$ cat config.mk
export PLATFORM = sky130hd
export DESIGN_NAME = weightbuffer_loader
export DESIGN_NICKNAME = d
export VERILOG_FILES = /design/src/rtl/weightbuffer_loader.sv
export SDC_FILE = /design/constraint.sdc
export NUM_CORES = 1
export LEC_CHECK = 0
export CAP_MARGIN = 10
export CORE_AREA = 2 2 415 417
export DETAILED_ROUTE_END_ITERATION = 6
export DIE_AREA = 0 0 417 419
export GPL_TIMING_DRIVEN = 0
export PLACE_DENSITY_LB_ADDON = 0.1
export SYNTH_ARGS = -nofsm -noshare
export SYNTH_HDL_FRONTEND = slang
export SYNTH_SLANG_ARGS = --single-unit
$ cat constraint.sdc
create_clock -name clk_i -period 4.5 [get_ports clk_i]
set_clock_uncertainty 0.1 [all_clocks]
set_input_delay 0.9 -clock clk_i [delete_from_list [all_inputs] [get_ports clk_i]]
set_output_delay 0.9 -clock clk_i [all_outputs]
set_load 0.02 [all_outputs]
$ cat src/rtl/weightbuffer_loader.sv
// Weight buffer loader: flushes the selected buffer set, then steers each
// accepted weight word to its (set, stagger, k1, k2) slot via one-hot save enables.
module weightbuffer_loader #(
    parameter int N_I            = 512,
    parameter int WEIGHT_STAGGER = 2,
    parameter int K              = 3
) (
    input  logic                                                  clk_i,
    input  logic                                                  rst_i,
    input  logic                                                  cmd_valid_i,
    output logic                                                  cmd_ready_o,
    input  logic                                                  cmd_set_i,
    input  logic                                                  cmd_pointwise_i,
    input  logic                                                  weight_valid_i,
    output logic                                                  weight_ready_o,
    input  logic [N_I/WEIGHT_STAGGER*2-1:0]                       weight_i,
    output logic [N_I/WEIGHT_STAGGER*2-1:0]                       data_o,
    output logic [0:1][0:WEIGHT_STAGGER-1][0:K-1][0:K-1]          save_enable_o,
    output logic [0:1][0:WEIGHT_STAGGER-1]                        flush_o,
    output logic                                                  busy_o,
    output logic                                                  done_o
);

    localparam int WS = WEIGHT_STAGGER;
    localparam int DW = N_I / WS * 2;
    localparam int SW = (WS > 1) ? $clog2(WS) : 1;
    localparam int KW = (K > 1) ? $clog2(K) : 1;

    typedef enum logic [1:0] {
        S_IDLE,
        S_FLUSH,
        S_LOAD,
        S_DONE
    } state_t;

    state_t          state_q, state_d;
    logic [SW-1:0]   stg_q, stg_d;
    logic [KW-1:0]   k1_q, k1_d;
    logic [KW-1:0]   k2_q, k2_d;
    logic            set_q, set_d;
    logic            pw_q, pw_d;
    logic [DW-1:0]   data_q, data_d;
    logic [0:1][0:WS-1][0:K-1][0:K-1] save_q, save_d;

    logic [KW-1:0]   k1_idx, k2_idx;
    logic            last_beat;

    // Pointwise loads address the centre tap while the k counters stay at zero.
    assign k1_idx    = pw_q ? KW'(K / 2) : k1_q;
    assign k2_idx    = pw_q ? KW'(K / 2) : k2_q;
    assign last_beat = (stg_q == SW'(WS - 1)) &&
                       (pw_q || ((k1_q == KW'(K - 1)) && (k2_q == KW'(K - 1))));

    always_ff @(posedge clk_i) begin
        if (rst_i) begin
            state_q <= S_IDLE;
            stg_q   <= '0;
            k1_q    <= '0;
            k2_q    <= '0;
            set_q   <= 1'b0;
            pw_q    <= 1'b0;
            data_q  <= '0;
            save_q  <= '0;
        end else begin
            state_q <= state_d;
            stg_q   <= stg_d;
            k1_q    <= k1_d;
            k2_q    <= k2_d;
            set_q   <= set_d;
            pw_q    <= pw_d;
            data_q  <= data_d;
            save_q  <= save_d;
        end
    end

    always_comb begin
        state_d = state_q;
        stg_d   = stg_q;
        k1_d    = k1_q;
        k2_d    = k2_q;
        set_d   = set_q;
        pw_d    = pw_q;
        data_d  = data_q;
        save_d  = '0;
        case (state_q)
            S_IDLE: begin
                if (cmd_valid_i) begin
                    state_d = S_FLUSH;
                    set_d   = cmd_set_i;
                    pw_d    = cmd_pointwise_i;
                    stg_d   = '0;
                    k1_d    = '0;
                    k2_d    = '0;
                end
            end
            S_FLUSH: state_d = S_LOAD;
            S_LOAD: begin
                if (weight_valid_i) begin
                    data_d = weight_i;
                    save_d[set_q][stg_q][k1_idx][k2_idx] = 1'b1;
                    // Stagger innermost, then k2, then k1; counters hold on the last beat.
                    if (last_beat) begin
                        state_d = S_DONE;
                    end else if (stg_q == SW'(WS - 1)) begin
                        stg_d = '0;
                        if (k2_q == KW'(K - 1)) begin
                            k2_d = '0;
                            k1_d = k1_q + KW'(1);
                        end else begin
                            k2_d = k2_q + KW'(1);
                        end
                    end else begin
                        stg_d = stg_q + SW'(1);
                    end
                end
            end
            S_DONE:  state_d = S_IDLE;
            default: state_d = S_IDLE;
        endcase
    end

    always_comb begin
        flush_o = '0;
        if (state_q == S_FLUSH) begin
            flush_o[set_q] = '1;
        end
    end

    assign cmd_ready_o    = (state_q == S_IDLE);
    assign weight_ready_o = (state_q == S_LOAD);
    assign busy_o         = (state_q != S_IDLE);
    assign done_o         = (state_q == S_DONE);
    assign data_o         = data_q;
    assign save_enable_o  = save_q;

endmodule
==> run metrics <==
Worst Hold Depth=2; CP arrival=2640 ps; reg-to-reg endpoint=data_o[243]; initial antenna violation count=42; Die ar.=0.1747 mm²; outcome=completed; Overflow after GRT=0; WP data required=3500 ps; Area Overhead vs Synth=86.62%; maxcap violations=0; Synthesis Warnings=0; vias in the first global route=20.63k; Num Clock Sinks=557; sequential share of the synthesized area=59.04%; crit path capture=flush_o[3]; routed wire length=137,400 µm; Syn Std Cell Area=0.01889 mm²; worst path cell trace=inv_1, ha_1, nor2b_1, buf_4, clkdlybuf4s50_1; VDD IR max=241.1 µV; total power=15.79 mW; post-synth cell types=31; vias per inst=3.512; HPWL Detailed=111,000 µm; clk_lat worst skew=670 ps; Reg2Reg Depth=9; Synth Net Count=2,914; Post-synth EDFFs=0; Die Ht=419 µm; H-tree depth=3; Starting Density=11.07%; area of the core=0.1706 mm²; start point of the critical path=state_q[1]; detailed-route DRC error count=0; wire length of the first global-routing pass=181,400 µm; RSZ-0062 raised after global routing=false; Least-Margin Pin Slew=1035 ps; R2R setup slack=1220 ps; mean cell area of the mapped netlist=7.902 µm²; leakage power=11.34 nW; Met1 Wirelength=54,610 µm; Max Clk Rate=0.2748 GHz; Tightest Hold Check Type=register to register; post-CTS setup buffers=0; Reg area=0.01115 mm²; TritonCTS clock tree=done; final setup fails=0; NumNets Final=4,071; CP top delay family=buffers and inverters; I/O Buffers=1,073; layout cells sized above 1=3.715%; Setup Crit Path Kind=register to primary output; Critical-path top delay cell=clkdlybuf4s50_1; Worst Path Buf+Inv=3; CP endpoint kind=primary output; Die W=417 µm; met2 WL=67,790 µm; multi-input logic area=0.007015 mm²; Slowest Stage Delay on Critical Path=610 ps; Final period util=80.86%; Ports=1,074; cells after synthesis=2,390; CTS Root Cell=clkbuf_16; #FFs+latches synth=557; Resized Gates After CTS=0; Rows=152; CP Depth=5; largest net degree at the start of global routing=13; Synth Flop Type=dfxtp_1; Startpoint Class=register; routed vias=20.58k; WL met3=10,380 µm; Max-slew headroom=30.98%; drt wl/cell=23.46 µm; Hold Fails Final Rpt=0; Num CTS Buffers=82; CTS max path bufs=3; pwr dens=447.9 mW/mm²; Iter 0 DRT Violations=945; drt pass-1 iters=4; dpl cell area=0.03242 mm²; post-route minimum period=3639 ps; highest metal layer with signal wires=met5; post-synthesis async set-or-reset flop share=0%; Reg clk slew, reported paths=50 ps; Antenna Violating Nets Remaining=0; Final Util=20.66%; Fin Setup TNS=0 ps; fillers=19.02k; CTS Hold Buffers Added=0; Slew Viols, Final=0; Placer Congestion=0.8274; fin area=0.03525 mm²; All-Layer GR Usage=15.15%; worst r2r src=state_q[0]; largest fanout on the critical path=4
-- flip-flops by register name (all words and copies together), names as in the netlist --
name and flops:
k2_q 2, save_enable_o 36, stg_q 1, pw_q 1, data_o 512, state_q 2, set_q 1, k1_q 2
-- synth_stat cells, drive strengths merged (2+ instances only) --
| cell type | number | area (µm²) |
|---|---|---|
| mux2i | 2 | 20.02 |
| nor3 | 5 | 25.02 |
| nand3 | 10 | 50.05 |
| ha | 6 | 75.07 |
| or4 | 4 | 31.28 |
| nor2b | 6 | 47.54 |
| o31ai | 2 | 15.01 |
| inv | 8 | 30.03 |
| or3 | 2 | 17.52 |
| clkbuf | 165 | 619.3 |
| a21oi | 516 | 2582 |
| nand2 | 1034 | 3881 |
| o21ai | 2 | 10.01 |
| nand3b | 2 | 15.01 |
| dfxtp | 557 | 11150 |
| buf | 14 | 71.31 |
| a31oi | 2 | 12.51 |
| and2 | 3 | 18.77 |
| nor2 | 45 | 168.9 |
-- per-layer routing --
metal,up-vias,GRT usage (%)
met2,654,25.82
met4,24,6.276
met5,-,0.5835
met3,174,5.296
met1,9686,17.09
li1,10040,-
-- worst min path at each step --
stage                            from     endpoint
after CTS                 data_o[158]  data_o[158]
after floorplan                 set_q        set_q
final                     data_o[235]  data_o[235]
after global placement    data_o[301]  data_o[301]
after global routing      data_o[342]  data_o[342]
after detailed placement  data_o[158]  data_o[158]
-- power breakdown --
part	internal, mW	total, mW	switching [mW]
clock network	4.10	6.85	2.75
registers	5.31	5.54	0.230
logic	1.39	3.39	2.00
total	10.8	15.8	4.98
-- cells in the final DEF (no fill, tap or decap), types with 3 or more instances in the layout --
cell type        instances
dfxtp_1                557
a21oi_1                516
clkbuf_1               186
or4_1                    3
inv_1                    8
ha_1                     6
clkbuf_16               83
nand3_1                 10
clkbuf_8                18
nand2_1               1034
clkdlybuf4s50_1       1073
nor2_1                  45
buf_1                    8
buf_2                    3
diode_2                 18
bufinv_16                7
clkinv_2                 6
nor2b_1                  4
and2_1                   3
nor3_1                   5
-- worst min-delay path, delay by kind of cell (launching register included) --
| family | cells | cell delay, ps |
|---|---|---|
| flops | 1 | 300 |
| simple gates | 1 | 50 |
| compound gates | 1 | 50 |
-- logic make-up after synthesis --
family | after synthesis | synth area share, %
buffers and inverters | 187 | 3.816
AOI/OAI and AO/OA | 524 | 13.96
DFF | 557 | 59.04
muxes | 2 | 0.1060
and+or+nand+nor | 1114 | 22.68
adders and majority gates | 6 | 0.3975
-- final cells by class --
cell class | instances | share of cell area [%]
repair buffers | 1073 | 30.47
multi-input cells | 1646 | 19.90
clock inverters | 22 | 1.072
diodes | 18 | 0.1278
inverters | 8 | 0.08519
flip-flops and latches | 557 | 31.64
plain buffers | 179 | 1.959
clock buffers | 122 | 6.819
well taps | 2233 | 7.927
-- through the flow --
stage | setup WS, ps | hold slack, ps | cells
detailed placement | 18.91 | 345.7 | 5696
floorplan | 2346 | 385.4 | 2390
global route | 650.9 | 366.4 | 5854
global placement | 51.39 | 342.4 | 5696
finish | 861.2 | 349.7 | 5858
CTS | 539.1 | 353.7 | 5840
(Power assumes the default switching activity.)
